File: src/rtl/crypt_ctrl_pkg.sv
// Shared types and constants for the encrypt/decrypt configuration control path.
//   cmd_t        : host command encoding carried on host_cmd
//   seq_state_t  : states of the configuration sequencer FSM
//   MODE_BIT     : bit of the configuration word that selects run (1) or config (0) mode
//   BEATS        : host beats per configuration word at the default widths
package crypt_ctrl_pkg;

    localparam int DEF_HOST_W = 16;
    localparam int DEF_CFG_W  = 64;
    localparam int MODE_BIT   = 0;
    localparam int BEATS      = DEF_CFG_W / DEF_HOST_W;

    typedef enum logic [1:0] {
        CMD_LOAD   = 2'b00,
        CMD_COMMIT = 2'b01,
        CMD_RUN    = 2'b10,
        CMD_STOP   = 2'b11
    } cmd_t;

    typedef enum logic [1:0] {
        ST_IDLE   = 2'b00,
        ST_WRITE  = 2'b01,
        ST_VERIFY = 2'b10,
        ST_DRAIN  = 2'b11
    } seq_state_t;

endpackage

File: src/rtl/cfg_shadow_assembler.sv
// Collects HOST_W-bit host beats into a CFG_W-bit shadow word, lowest beat first.
// Ports:
//   clk, rst  : clock and asynchronous active-low reset
//   load      : write data into the next free beat slot and advance the count
//   clear     : restart the beat count (shadow contents are kept until overwritten)
//   data      : beat payload
//   shadow    : assembled configuration word
//   full      : all beat slots have been written since the last clear
module cfg_shadow_assembler
    import crypt_ctrl_pkg::*;
#(
    parameter int HOST_W = DEF_HOST_W,
    parameter int CFG_W  = DEF_CFG_W
) (
    input  logic              clk,
    input  logic              rst,
    input  logic              load,
    input  logic              clear,
    input  logic [HOST_W-1:0] data,
    output logic [CFG_W-1:0]  shadow,
    output logic              full
);

    localparam int NB = CFG_W / HOST_W;
    localparam int CW = $clog2(NB + 1);
    localparam logic [CW-1:0] NB_C  = CW'(NB);
    localparam logic [CW-1:0] ONE_C = CW'(1);

    logic [CFG_W-1:0] shadow_r;
    logic [CW-1:0]    cnt_r;
    logic             full_s;

    // Full flag decoded from the beat count.
    always_comb begin
        full_s = 1'b0;
        if (cnt_r == NB_C) begin
            full_s = 1'b1;
        end else begin
            full_s = 1'b0;
        end
    end

    // Shadow storage and beat counter; clear wins over a simultaneous load.
    always_ff @(posedge clk or negedge rst) begin
        if (!rst) begin
            shadow_r <= {CFG_W{1'b0}};
            cnt_r    <= {CW{1'b0}};
        end else if (clear) begin
            cnt_r <= {CW{1'b0}};
        end else if (load && !full_s) begin
            for (int k = 0; k < NB; k++) begin
                if (int'(cnt_r) == k) begin
                    shadow_r[k*HOST_W +: HOST_W] <= data;
                end
            end
            cnt_r <= cnt_r + ONE_C;
        end
    end

    assign shadow = shadow_r;
    assign full   = full_s;

endmodule

File: src/rtl/config_sequencer.sv
// Host-facing owner of the crypto unit's configuration register. Assembles a
// configuration word from host beats, commits it, switches between config and
// run mode, and read-back verifies every write it issues.
// Ports:
//   clk, rst           : clock and asynchronous active-low reset
//   host_valid/ready   : command handshake (ready only while idle)
//   host_cmd/host_data : command (LOAD/COMMIT/RUN/STOP) and LOAD payload
//   cfg_wen/cfg_data   : one-cycle write to config_register
//   cfg_q              : current config_register value
//   core_busy          : crypto core still has an operation in flight
//   done               : one-cycle completion pulse
//   err                : sticky error, cleared by the next accepted command
//   locked             : run-mode bit of config_register
module config_sequencer
    import crypt_ctrl_pkg::*;
#(
    parameter int HOST_W    = DEF_HOST_W,
    parameter int CFG_W     = DEF_CFG_W,
    parameter int DRAIN_MAX = 255
) (
    input  logic              clk,
    input  logic              rst,
    input  logic              host_valid,
    output logic              host_ready,
    input  logic [1:0]        host_cmd,
    input  logic [HOST_W-1:0] host_data,
    output logic              cfg_wen,
    output logic [CFG_W-1:0]  cfg_data,
    input  logic [CFG_W-1:0]  cfg_q,
    input  logic              core_busy,
    output logic              done,
    output logic              err,
    output logic              locked
);

    localparam int DW = $clog2(DRAIN_MAX + 1);
    localparam logic [DW-1:0] DRAIN_LOAD_C = DW'(DRAIN_MAX);
    localparam logic [DW-1:0] ONE_C        = DW'(1);

    seq_state_t       state_r;
    logic [DW-1:0]    drain_cnt_r;
    logic             ready_r;
    logic             cfg_wen_r;
    logic [CFG_W-1:0] cfg_data_r;
    logic             done_r;
    logic             err_r;

    logic             accept_s;
    cmd_t             cmd_s;
    logic             locked_s;
    logic             load_s;
    logic             clear_s;
    logic [CFG_W-1:0] shadow_s;
    logic             full_s;
    logic [CFG_W-1:0] commit_word_s;
    logic [CFG_W-1:0] run_word_s;
    logic [CFG_W-1:0] stop_word_s;

    cfg_shadow_assembler #(
        .HOST_W (HOST_W),
        .CFG_W  (CFG_W)
    ) u_shadow (
        .clk    (clk),
        .rst    (rst),
        .load   (load_s),
        .clear  (clear_s),
        .data   (host_data),
        .shadow (shadow_s),
        .full   (full_s)
    );

    // Handshake decode and candidate write words. The mode bit is forced on
    // every word so a commit can never sneak the unit into run mode.
    always_comb begin
        accept_s      = host_valid & ready_r;
        cmd_s         = cmd_t'(host_cmd);
        locked_s      = cfg_q[MODE_BIT];
        commit_word_s = shadow_s;
        commit_word_s[MODE_BIT] = 1'b0;
        run_word_s    = cfg_q;
        run_word_s[MODE_BIT] = 1'b1;
        stop_word_s   = cfg_q;
        stop_word_s[MODE_BIT] = 1'b0;
    end

    // Shadow control: LOAD only lands when unlocked with a free slot; every
    // accepted COMMIT restarts the beat count whether or not it succeeds.
    always_comb begin
        load_s  = 1'b0;
        clear_s = 1'b0;
        if (accept_s) begin
            case (cmd_s)
                CMD_LOAD:   load_s  = !locked_s && !full_s;
                CMD_COMMIT: clear_s = 1'b1;
                default: begin
                    load_s  = 1'b0;
                    clear_s = 1'b0;
                end
            endcase
        end else begin
            load_s  = 1'b0;
            clear_s = 1'b0;
        end
    end

    // Sequencer FSM with registered handshake, write and status outputs.
    always_ff @(posedge clk or negedge rst) begin
        if (!rst) begin
            state_r     <= ST_IDLE;
            drain_cnt_r <= {DW{1'b0}};
            ready_r     <= 1'b1;
            cfg_wen_r   <= 1'b0;
            cfg_data_r  <= {CFG_W{1'b0}};
            done_r      <= 1'b0;
            err_r       <= 1'b0;
        end else begin
            done_r    <= 1'b0;
            cfg_wen_r <= 1'b0;
            case (state_r)
                ST_IDLE: begin
                    if (accept_s) begin
                        err_r <= 1'b0;
                        case (cmd_s)
                            CMD_LOAD: begin
                                if (locked_s || full_s) begin
                                    err_r <= 1'b1;
                                end
                            end
                            CMD_COMMIT: begin
                                if (full_s && !locked_s) begin
                                    cfg_data_r <= commit_word_s;
                                    cfg_wen_r  <= 1'b1;
                                    ready_r    <= 1'b0;
                                    state_r    <= ST_WRITE;
                                end else begin
                                    err_r <= 1'b1;
                                end
                            end
                            CMD_RUN: begin
                                if (!locked_s) begin
                                    cfg_data_r <= run_word_s;
                                    cfg_wen_r  <= 1'b1;
                                    ready_r    <= 1'b0;
                                    state_r    <= ST_WRITE;
                                end else begin
                                    err_r <= 1'b1;
                                end
                            end
                            CMD_STOP: begin
                                if (locked_s) begin
                                    drain_cnt_r <= DRAIN_LOAD_C;
                                    ready_r     <= 1'b0;
                                    state_r     <= ST_DRAIN;
                                end else begin
                                    done_r <= 1'b1;
                                end
                            end
                            default: err_r <= 1'b1;
                        endcase
                    end
                end
                ST_WRITE: begin
                    // cfg_wen was high for this one cycle; register captures now.
                    state_r <= ST_VERIFY;
                end
                ST_VERIFY: begin
                    if (cfg_q == cfg_data_r) begin
                        done_r <= 1'b1;
                    end else begin
                        err_r <= 1'b1;
                    end
                    ready_r <= 1'b1;
                    state_r <= ST_IDLE;
                end
                ST_DRAIN: begin
                    if (!core_busy) begin
                        cfg_data_r <= stop_word_s;
                        cfg_wen_r  <= 1'b1;
                        state_r    <= ST_WRITE;
                    end else if (drain_cnt_r <= ONE_C) begin
                        // Core never drained: give up and leave the unit locked.
                        err_r   <= 1'b1;
                        ready_r <= 1'b1;
                        state_r <= ST_IDLE;
                    end else begin
                        drain_cnt_r <= drain_cnt_r - ONE_C;
                    end
                end
                default: begin
                    ready_r <= 1'b1;
                    state_r <= ST_IDLE;
                end
            endcase
        end
    end

    assign host_ready = ready_r;
    assign cfg_wen    = cfg_wen_r;
    assign cfg_data   = cfg_data_r;
    assign done       = done_r;
    assign err        = err_r;
    assign locked     = locked_s;

endmodule
File: config.mk
export PLATFORM = sky130hd
export DESIGN_NAME = config_sequencer
export DESIGN_NICKNAME = d
export VERILOG_FILES = /design/src/rtl/crypt_ctrl_pkg.sv /design/src/rtl/cfg_shadow_assembler.sv /design/src/rtl/config_sequencer.sv
export SDC_FILE = /design/constraint.sdc
export NUM_CORES = 1
export LEC_CHECK = 0
export BUFFER_PORTS_ARGS = -buffer_cell sky130_fd_sc_hd__buf_2
export CORE_ASPECT_RATIO = 1.1
export CORE_MARGIN = 1.5
export CORE_UTILIZATION = 58
export CTS_CLUSTER_SIZE = 12
export DETAILED_ROUTE_END_ITERATION = 7
export GPL_TIMING_DRIVEN = 0
export HOLD_SLACK_MARGIN = 0.15
export PLACE_DENSITY = 0.83
export SYNTH_ARGS = -nofsm -noshare
export SYNTH_HDL_FRONTEND = slang
export SYNTH_SLANG_ARGS = --single-unit
File: constraint.sdc
create_clock -name clk -period 5.3 [get_ports clk]
set_input_delay 1.06 -clock clk [delete_from_list [all_inputs] [get_ports clk]]
set_output_delay 1.06 -clock clk [all_outputs]
set_load 0.02 [all_outputs]
Yosys cells after proc, flatten, opt, wreduce, memory -nomap -nowiden
Index checks and enable logic that the tools add are counted.
Word-level totals
  register bits: 145
  input port bits: 86
  output and inout bits: 69
  word-level logic and storage cells: 115
Operators by class
  add/sub/neg operators: 2
  $lt $le $gt $ge: 1
  eq/ne operators: 25
  multiplexer cells: 52
  bitwise logic cells: 2
  reduce and logical (&&, ||, !) cells: 21
Operators by type and width (number)
  $mux 64: 4
  $pmux 64 s2: 2
  $eq 64x64->1: 1
  $mux 8: 5
  $mux 1: 23
  $reduce_and 6->1: 3
  $pmux 8 s2: 1
  $ne 2x2->1 const B: 7
  $mux 2: 6
  $ne 3x3->1 const B: 4
  $pmux 1 s3: 4
  $reduce_and 3->1: 4
  $eq 3x3->1 const B: 3
  $eq 2x2->1 const B: 4
  $le 8x1->1 const B: 1
  $pmux 2 s4: 1
  $reduce_and 8->1: 1
  $sub 8x1->8 const B: 1
  $mux 3: 2
  $pmux 1 s2: 3
  $pmux 2 s3: 1
  $reduce_and 5->1: 1
  $eq 2x1->1 const B: 2
  $logic_not 2->1: 2
  other kinds (13): 17

Longest topological paths before layout
Gate-level depths: netlist of the first run.
  depth after elaboration: 9
  gate-level depth with buffers: 11

Modules after synthesis
From an unflattened synthesis of the first run, not the netlist that was laid out.
Second synthesis, totals
  cell total of the unflattened synthesis: 664
  area, all modules: 7350.8 um^2
Modules (own cells, without submodules)
  config_sequencer: times used 1, cells an instance 503, area an instance 4707.0 um^2
  cfg_shadow_assembler: times used 1, cells an instance 161, area an instance 2643.8 um^2

Least setup slack after synthesis of the first run
No wires, ideal clock.
  path kind: input to register
  from: in cfg_q[0]
  to: reg u_shadow.shadow_r[21], in the netlist u_shadow.shadow[21]
  setup time: 0.125 ns
  arrival time: 2.451 ns
  path slack: 2.724 ns
  stages: 7
  path buffers: 2
  cells stage by stage: buf_6 -> a21oi_2 -> nand4_4 -> nor3_4 -> nand2_4 -> buf_6 -> mux2_4
Between the ends
  longest elaborated chain between the ends: 6
Ends and longest elaborated chain
  start, declared: line config_sequencer.sv:29  | input logic [CFG_W-1:0] cfg_q,
  $logic_not 1->1
  $logic_and 1x1->1: line config_sequencer.sv:93  | CMD_LOAD: load_s = !locked_s && !full_s;
  $mux 1: line config_sequencer.sv:92  | case (cmd_s)
  $mux 1: line config_sequencer.sv:91  | if (accept_s) begin
  $logic_and 1x1->1: line cfg_shadow_assembler.sv:50  | end else if (load && !full_s) begin
  $reduce_and 3->1 (no source line)
  end signal, assigned: line cfg_shadow_assembler.sv:46  | shadow_r <= {CFG_W{1'b0}};
  end signal, assigned by index: line cfg_shadow_assembler.sv:53  | shadow_r[k*HOST_W +: HOST_W] <= data;
  end, declared: line cfg_shadow_assembler.sv:29  | logic [CFG_W-1:0] shadow_r;
Every way passes these cells.
A chain may end at the register's enable or synchronous reset.

Worst setup path after layout of the first run
  from: in host_cmd[0]
  to: reg cfg_data_r[9], in the netlist cfg_data[9]
Between the ends
  longest elaborated chain between the ends: 4
  elaborated cells on any way between the ends: 9
Ends and longest elaborated chain
  start, declared: line config_sequencer.sv:25  | input logic [1:0] host_cmd,
  $eq 2x2->1 or $eq 2x1->1 (tied branches): line config_sequencer.sv:123  | case (cmd_s)
  $pmux 64 s2: line config_sequencer.sv:123
  $mux 64: line config_sequencer.sv:121  | if (accept_s) begin
  $pmux 64 s2: line config_sequencer.sv:119  | case (state_r)
  end signal, assigned: line config_sequencer.sv:113  | cfg_data_r <= {CFG_W{1'b0}};
  end signal, assigned: line config_sequencer.sv:131  | cfg_data_r <= commit_word_s;
  end signal, assigned: line config_sequencer.sv:141  | cfg_data_r <= run_word_s;
  end, declared: line config_sequencer.sv:44  | logic [CFG_W-1:0] cfg_data_r;
Several ways; a longest one is shown, not always the timed one. The select of a mux whose other input is x is not followed.

==> results.toml, run 1 <==
[synth]
synth_area_per_cell_sq_um = 11.33
seq_area_frac_synth = 0.4871
synth_nets = 754
synth_edf_count = 0
synth.ff_latch_count = 144
synth_warnings = 0
synth_async_sr_flop_share = 1.000
yosys_most_used_dff = "dfrtp_1"
syn-instance-count = 653
synth.cell_area_sq_um = 7401
synth_cell_types = 54

[power]
vdd_drop_max_mv = 0.1968
switching_share = 0.2219
pwr-share-seq = 0.457
clock_power_share = 0.475
internal-power_mw = 1.876
comb_power_share = 0.068
switchingPower_mw = 0.5349
p_leak_nw = 4.762
p_per_area_nw_per_um2 = 269.1

[clock_tree]
clk_latency_ns = 0.43
cts_sinks = 144
cts_made_buffers = 17
cts_max_path_buffers = 2
cts_setup_buffers = 0
clk_pin_slew_ns = 0.05
cts_tree = "built"
holdBufCountCts = 0
cts-resized-gates = 0
root_buffer = "clkbuf_16"
htree_levels = 4

[final_layout]
finalNonFillerCells = 996
mostFrequentLayoutCells = "buf_2, dfrtp_1, nand2_1, o21ai_0, mux2i_1"
final_common_cell = "buf_2"
final_net_count = 927
layout-drive-gt1-share = 0.3282
area_growth_pct = 21.01

[critical_path]
r2r-start = "u_shadow.cnt_r[0]"
cp.required_ns = 5.56
critPathArrivalTime_ns = 3.08
rrSetupSlack_ns = 2.79
crit_type = "primary input to flip-flop"
startpoint_type = "primary input"
crit_top_cell = "buf_2"
crit_cells = 8
crit_chain = "buf_2 -> inv_1 -> ha_1 -> clkbuf_1 -> nor2_1 -> buf_2 -> mux2i_1 -> o21ai_0"
slowest_delay_ns = 0.60
cp-end-kind = "flip-flop"
crit_fanout = 10
crit_end = "cfg_data[9]"
reg2reg_to = "u_shadow.shadow[59]"
startpoint = "host_cmd[0]"
cp_top_family = "buffers and inverters"
critical_path_buf_inv_count = 4
rr_worst_depth = 7
cp_slowest_cell = "nor2_1"

[route]
wl_met2_um = 10450
drtIter0Drc = 546
wl_per_cell_um = 21.59
drtPass1Iterations = 5
vias_per_cell = 5.949
drtAntennaViolNets = 0
dr.max_layer_used = "met5"
drcViolationCount = 0
vias = 5925
met3_length_um = 2012
drt-total-wl_um = 21510
wl_met1_um = 8083

[placement]
gp_congestion = 0.9144
portBuffers = 153
hpwl_um = 15640
dp.cells = 964

[floorplan]
core_area_sq_um = 12540
row_count = 43
dieWidth_um = 110.7
io-pin-count = 155
start_util = 0.5904
dieHeight_um = 121.5
dieArea_sq_um = 13450

[sta]
drv_slew = 0
min_period_over_period = 0.5321
tns_ns = 0
worstMarginPinSlew_ns = 0.7480
setup_viol = 0
fin_crit_ns = 2.820
hold_viol = 0
rsz0062_at_grt = "false"
skew_ns = 0.008081
maxSlewHeadroom = 0.4995
fmax_ghz = 0.3546

[run_status]
status = "complete, no violations"

[grt]
grt_pass1_wl_um = 32870
antenna_found_initial = 3
grt_overflow = 0
grt_max_degree = 81
grt_usage = 0.3260
grt_pass1_vias = 6117

[worst_hold_path]
hold_path.class = "flip-flop to flip-flop"

[run]
cap_violations = 0
## registers in the layout, summed over array words and instances (netlist names)
name and flops:
cfg_data 64, cfg_wen 1, done 1, drain_cnt_r 8, err 1, host_ready 1
state_r 2, u_shadow.cnt_r 3, u_shadow.shadow 63
## area by class of cell
cell class              count  area, sq um
clock inverters             7        85.08
plain buffers              29        160.2
fillers                   870         3580
flip-flops and latches    144         3605
diodes                      1        2.502
multi-input cells         461         3565
repair buffers            154        799.5
well taps                 157        196.4
inverters                  19        71.32
clock buffers              24        471.7
## Yosys cell counts (2+ instances only)
cell | count | area [sq um]
nand2_1 | 77 | 289.0
a21oi_1 | 4 | 20.02
buf_2 | 11 | 55.05
nor3_1 | 7 | 35.03
mux2_4 | 30 | 450.4
o2111ai_1 | 3 | 26.28
buf_4 | 2 | 15.01
inv_1 | 19 | 71.32
o21ai_0 | 67 | 335.3
nor2_1 | 18 | 67.56
clkbuf_1 | 11 | 41.29
o22ai_1 | 3 | 18.77
nor4_1 | 5 | 31.28
ha_1 | 15 | 187.7
nand2_4 | 3 | 33.78
dfrtp_1 | 143 | 3578
a2111oi_0 | 2 | 17.52
nand4_1 | 12 | 75.07
o221ai_1 | 2 | 17.52
nor2b_1 | 15 | 93.84
a21oi_2 | 2 | 17.52
nand2b_1 | 14 | 87.58
buf_6 | 4 | 45.04
a2111o_1 | 3 | 33.78
xor2_1 | 8 | 70.07
nor4b_1 | 2 | 17.52
nand3_1 | 6 | 30.03
mux2_2 | 33 | 371.6
mux2i_1 | 64 | 640.6
xnor2_1 | 44 | 385.4
## worst min-delay path by stage
stage                              from             endpoint  slack [ns]  depth (start not counted)
finish              u_shadow.shadow[16]  u_shadow.shadow[16]        0.51                          1
global route        u_shadow.shadow[60]  u_shadow.shadow[60]        0.52                          1
CTS                 u_shadow.shadow[61]  u_shadow.shadow[61]        0.51                          1
detailed placement  u_shadow.shadow[61]  u_shadow.shadow[61]        0.50                          1
global placement     u_shadow.shadow[3]   u_shadow.shadow[3]        0.49                          1
floorplan                drain_cnt_r[6]       drain_cnt_r[6]        0.47                          2
## metrics by stage
stage	area [sq um]	worst slack [ns]	total power [mW]	hold slack, ns	util
4_1_cts	8954	2.516	2.419	0.5083	0.7142
5_1_grt	8954	2.324	2.470	0.5208	0.7142
2_1_floorplan	7401	2.724	1.185	0.4747	-
6_report	8956	2.480	2.410	0.5053	0.7144
3_5_place_dp	8397	2.157	1.282	0.4958	0.6698
3_3_place_gp	8363	1.219	1.275	0.4864	0.6671
## power groups by stage
stage | Combinational [mW] | Sequential, mW | Clock, mW
2_1_floorplan | 0.0636 | 1.12 | 0
3_3_place_gp | 0.154 | 1.12 | 0
3_5_place_dp | 0.162 | 1.12 | 0
4_1_cts | 0.164 | 1.10 | 1.15
5_1_grt | 0.176 | 1.10 | 1.19
6_report | 0.164 | 1.10 | 1.14
## cell families (layout without fill, tap and decap cells)
kind of cell / count (synthesis) / after routing / synth area share
and+or+nand+nor: 170 / 170 / 0.1194
DFF: 144 / 144 / 0.4871
muxes: 127 / 127 / 0.1976
AOI/OAI and AO/OA: 97 / 97 / 0.07777
xor gates and xnor gates: 52 / 52 / 0.06154
buffers and inverters: 48 / 233 / 0.03127
adders and majority gates: 15 / 15 / 0.02536
other: 0 / 1 / 0
## layer usage
layer | up-vias | track usage
li1 | 2626 | -
met1 | 2939 | 0.3830
met2 | 294 | 0.5432
met3 | 64 | 0.1014
met4 | 2 | 0.1643
met5 | - | 0
Note: power is estimated with default switching activity, not from simulation.
==> run 2, diff against run 1 <==
--- a/config.mk
+++ b/config.mk
@@ -8,12 +8,12 @@
 export BUFFER_PORTS_ARGS = -buffer_cell sky130_fd_sc_hd__buf_2
 export CORE_ASPECT_RATIO = 1.1
 export CORE_MARGIN = 1.5
-export CORE_UTILIZATION = 58
+export CORE_UTILIZATION = 55
 export CTS_CLUSTER_SIZE = 12
 export DETAILED_ROUTE_END_ITERATION = 7
 export GPL_TIMING_DRIVEN = 0
 export HOLD_SLACK_MARGIN = 0.15
-export PLACE_DENSITY = 0.83
+export PLACE_DENSITY = 0.79
 export SYNTH_ARGS = -nofsm -noshare
 export SYNTH_HDL_FRONTEND = slang
 export SYNTH_SLANG_ARGS = --single-unit
==> constraint.sdc (replaced) <==
create_clock -name clk -period 2.7 [get_ports clk]
set_input_delay 0.54 -clock clk [delete_from_list [all_inputs] [get_ports clk]]
set_output_delay 0.54 -clock clk [all_outputs]
set_load 0.02 [all_outputs]
==> run 2 against run 1 <==
  * Power increased by 98%
  * Global-route usage down 1.3 points
  * Utilization down 3.2 points
  * First-iteration DRC count increased by 17%
  * Combinational power up 96%
  * Sequential share of layout area fell by 0.12 points
  * Flip-flop and latch count is the same
  * Register-to-register slack worse by 2.6 ns
  * Worst setup slack got worse by 2.3 ns
  * Critical endpoint is now u_shadow.shadow[63]
==> results.toml, run 2 (synthesized netlist as in run 1, its figures left out) <==
[run_status]
status = "complete, no violations"

[final_layout]
layout-drive-gt1-share = 0.3313
finish.instance_area_sq_um = 8982
largest_reg_flops = 64
multi_input_area_sq_um = 3565
final_common_cell = "buf_2"
num-fill-cells = 1000
mostFrequentLayoutCells = "buf_2, dfrtp_1, nand2_1, o21ai_0, mux2i_1"
area_growth_pct = 21.37
final_net_count = 928
fin_util = 0.6827
layout.area.seq_sq_um = 3605

[critical_path]
rrSetupSlack_ns = 0.17
cp_top_family = "simple AND/OR/NAND/NOR gates"
cp_slowest_cell = "nor3b_4"
startpoint_type = "flip-flop"
reg2reg_to = "u_shadow.shadow[63]"
cp.required_ns = 3.02
critPathArrivalTime_ns = 2.84
r2r-start = "u_shadow.cnt_r[0]"
crit_cells = 7
slowest_delay_ns = 0.48
crit_chain = "inv_1 -> ha_1 -> a21oi_2 -> nand4_4 -> nor3b_4 -> buf_4 -> mux2_2"
crit_fanout = 10
cp-end-kind = "flip-flop"
rr_worst_depth = 7
crit_type = "flip-flop to flip-flop"
critical_path_buf_inv_count = 2

[route]
drcViolationCount = 0
vias_per_cell = 5.903
drtPass1Iterations = 7
drtIter0Drc = 637
drtAntennaViolNets = 0
vias = 5921
drt-total-wl_um = 21410
wl_per_cell_um = 21.34

[placement]
postPlaceCellArea_sq_um = 8402
hpwl_um = 15970
gp_congestion = 0.8864
portBuffers = 153

[grt]
grt_max_degree = 86
grt_usage = 0.3134
grt_pass1_vias = 5963
grt_pass1_wl_um = 32930
antenna_found_initial = 4
grt_overflow = 0

[worst_hold_path]
hold_path_startpoint = "host_data[0]"
hold_end = "u_shadow.shadow[32]"
hold_path.class = "primary input to flip-flop"
min_delay_path_depth = 2

[floorplan]
dieHeight_um = 124.7
dieArea_sq_um = 14160
core_area_sq_um = 13160
io-pin-count = 155
row_count = 44
dieWidth_um = 113.6
start_util = 0.5625

[clock_tree]
htree_levels = 4
clk_latency_ns = 0.44
cts-resized-gates = 0
cts_sinks = 144
holdBufCountCts = 1
cts_tree = "built"
root_buffer = "clkbuf_16"
cts_max_path_buffers = 2
cts_made_buffers = 17
cts_setup_buffers = 0
clk_pin_slew_ns = 0.06

[power]
p_per_area_nw_per_um2 = 530.6
vdd_drop_max_mv = 0.2730
pwr-share-seq = 0.453
p_leak_nw = 4.760
switching_share = 0.2328
switchingPower_mw = 1.109
comb_power_share = 0.068
clock_power_share = 0.479
internal-power_mw = 3.656

[sta]
drv_slew = 0
setup_viol = 0
maxSlewHeadroom = 0.5030
skew_ns = 0.007375
fin_crit_ns = 2.526
fmax_ghz = 0.3959
fin_hold_ws_ns = 0.3767
min_period_over_period = 0.9356
hold_viol = 0
worstMarginPinSlew_ns = 0.7427
rsz0062_at_grt = "false"

[run]
cap_violations = 0
run 2: worst max path at each step:
| stage | start | to | slack [ns] |
|---|---|---|---|
| finish | u_shadow.cnt_r[0] | u_shadow.shadow[63] | 0.17 |
| floorplan | u_shadow.cnt_r[0] | u_shadow.shadow[21] | 0.56 |
| detailed placement | host_cmd[1] | cfg_data[32] | 0.08 |
| global route | u_shadow.cnt_r[0] | u_shadow.shadow[56] | 0.03 |
| global placement | rst | u_shadow.shadow[57] | -0.88 |
| CTS | u_shadow.cnt_r[0] | u_shadow.shadow[56] | 0.17 |
run 2: per-layer routing:
metal	track usage	wire (um)	part of all wire
met1	0.3795	8242	0.39
met3	0.07397	1753	0.082
met2	0.5245	10550	0.49
met5	0	14	0.00065
met4	0.1500	840	0.039
run 2: worst reg2reg max path: stages (launching register included):
cell and delay [ns]:
dfrtp_1 0.39, inv_1 0.10, ha_1 0.30, a21oi_2 0.24, nand4_4 0.21, nor3b_4 0.48, buf_4 0.32, mux2_2 0.36
run 2: power by group through the flow:
stage / clock (mW) / combinational [mW] / sequential [mW]
2_1_floorplan: 0 / 0.125 / 2.20
5_1_grt: 2.34 / 0.349 / 2.16
3_5_place_dp: 0 / 0.318 / 2.20
6_report: 2.28 / 0.322 / 2.16
4_1_cts: 2.28 / 0.322 / 2.16
3_3_place_gp: 0 / 0.304 / 2.20
run 2: final cells by class:
cell class | instances | share of cell area
Inverter | 19 | 0.007940
Multi-Input combinational cell | 461 | 0.3969
Clock inverter | 11 | 0.01295
Sequential cell | 144 | 0.4013
Timing Repair Buffer | 155 | 0.09012
Clock buffer | 20 | 0.04973
Antenna cell | 3 | 0.0008358
Tap cell | 161 | 0.02243
Buffer | 29 | 0.01783
run 2: through the flow:
stage                     TNS, ns  power (mW)  setup WS [ns]  instances
final                           0       4.766         0.1738       1003
after global routing            0       4.854        0.03337       1000
after detailed placement        0       2.517        0.07787        968
after global placement    -125.00       2.504        -0.8845        967
after CTS                       0       4.765         0.1723       1000
after floorplan                 0       2.326         0.5551        653
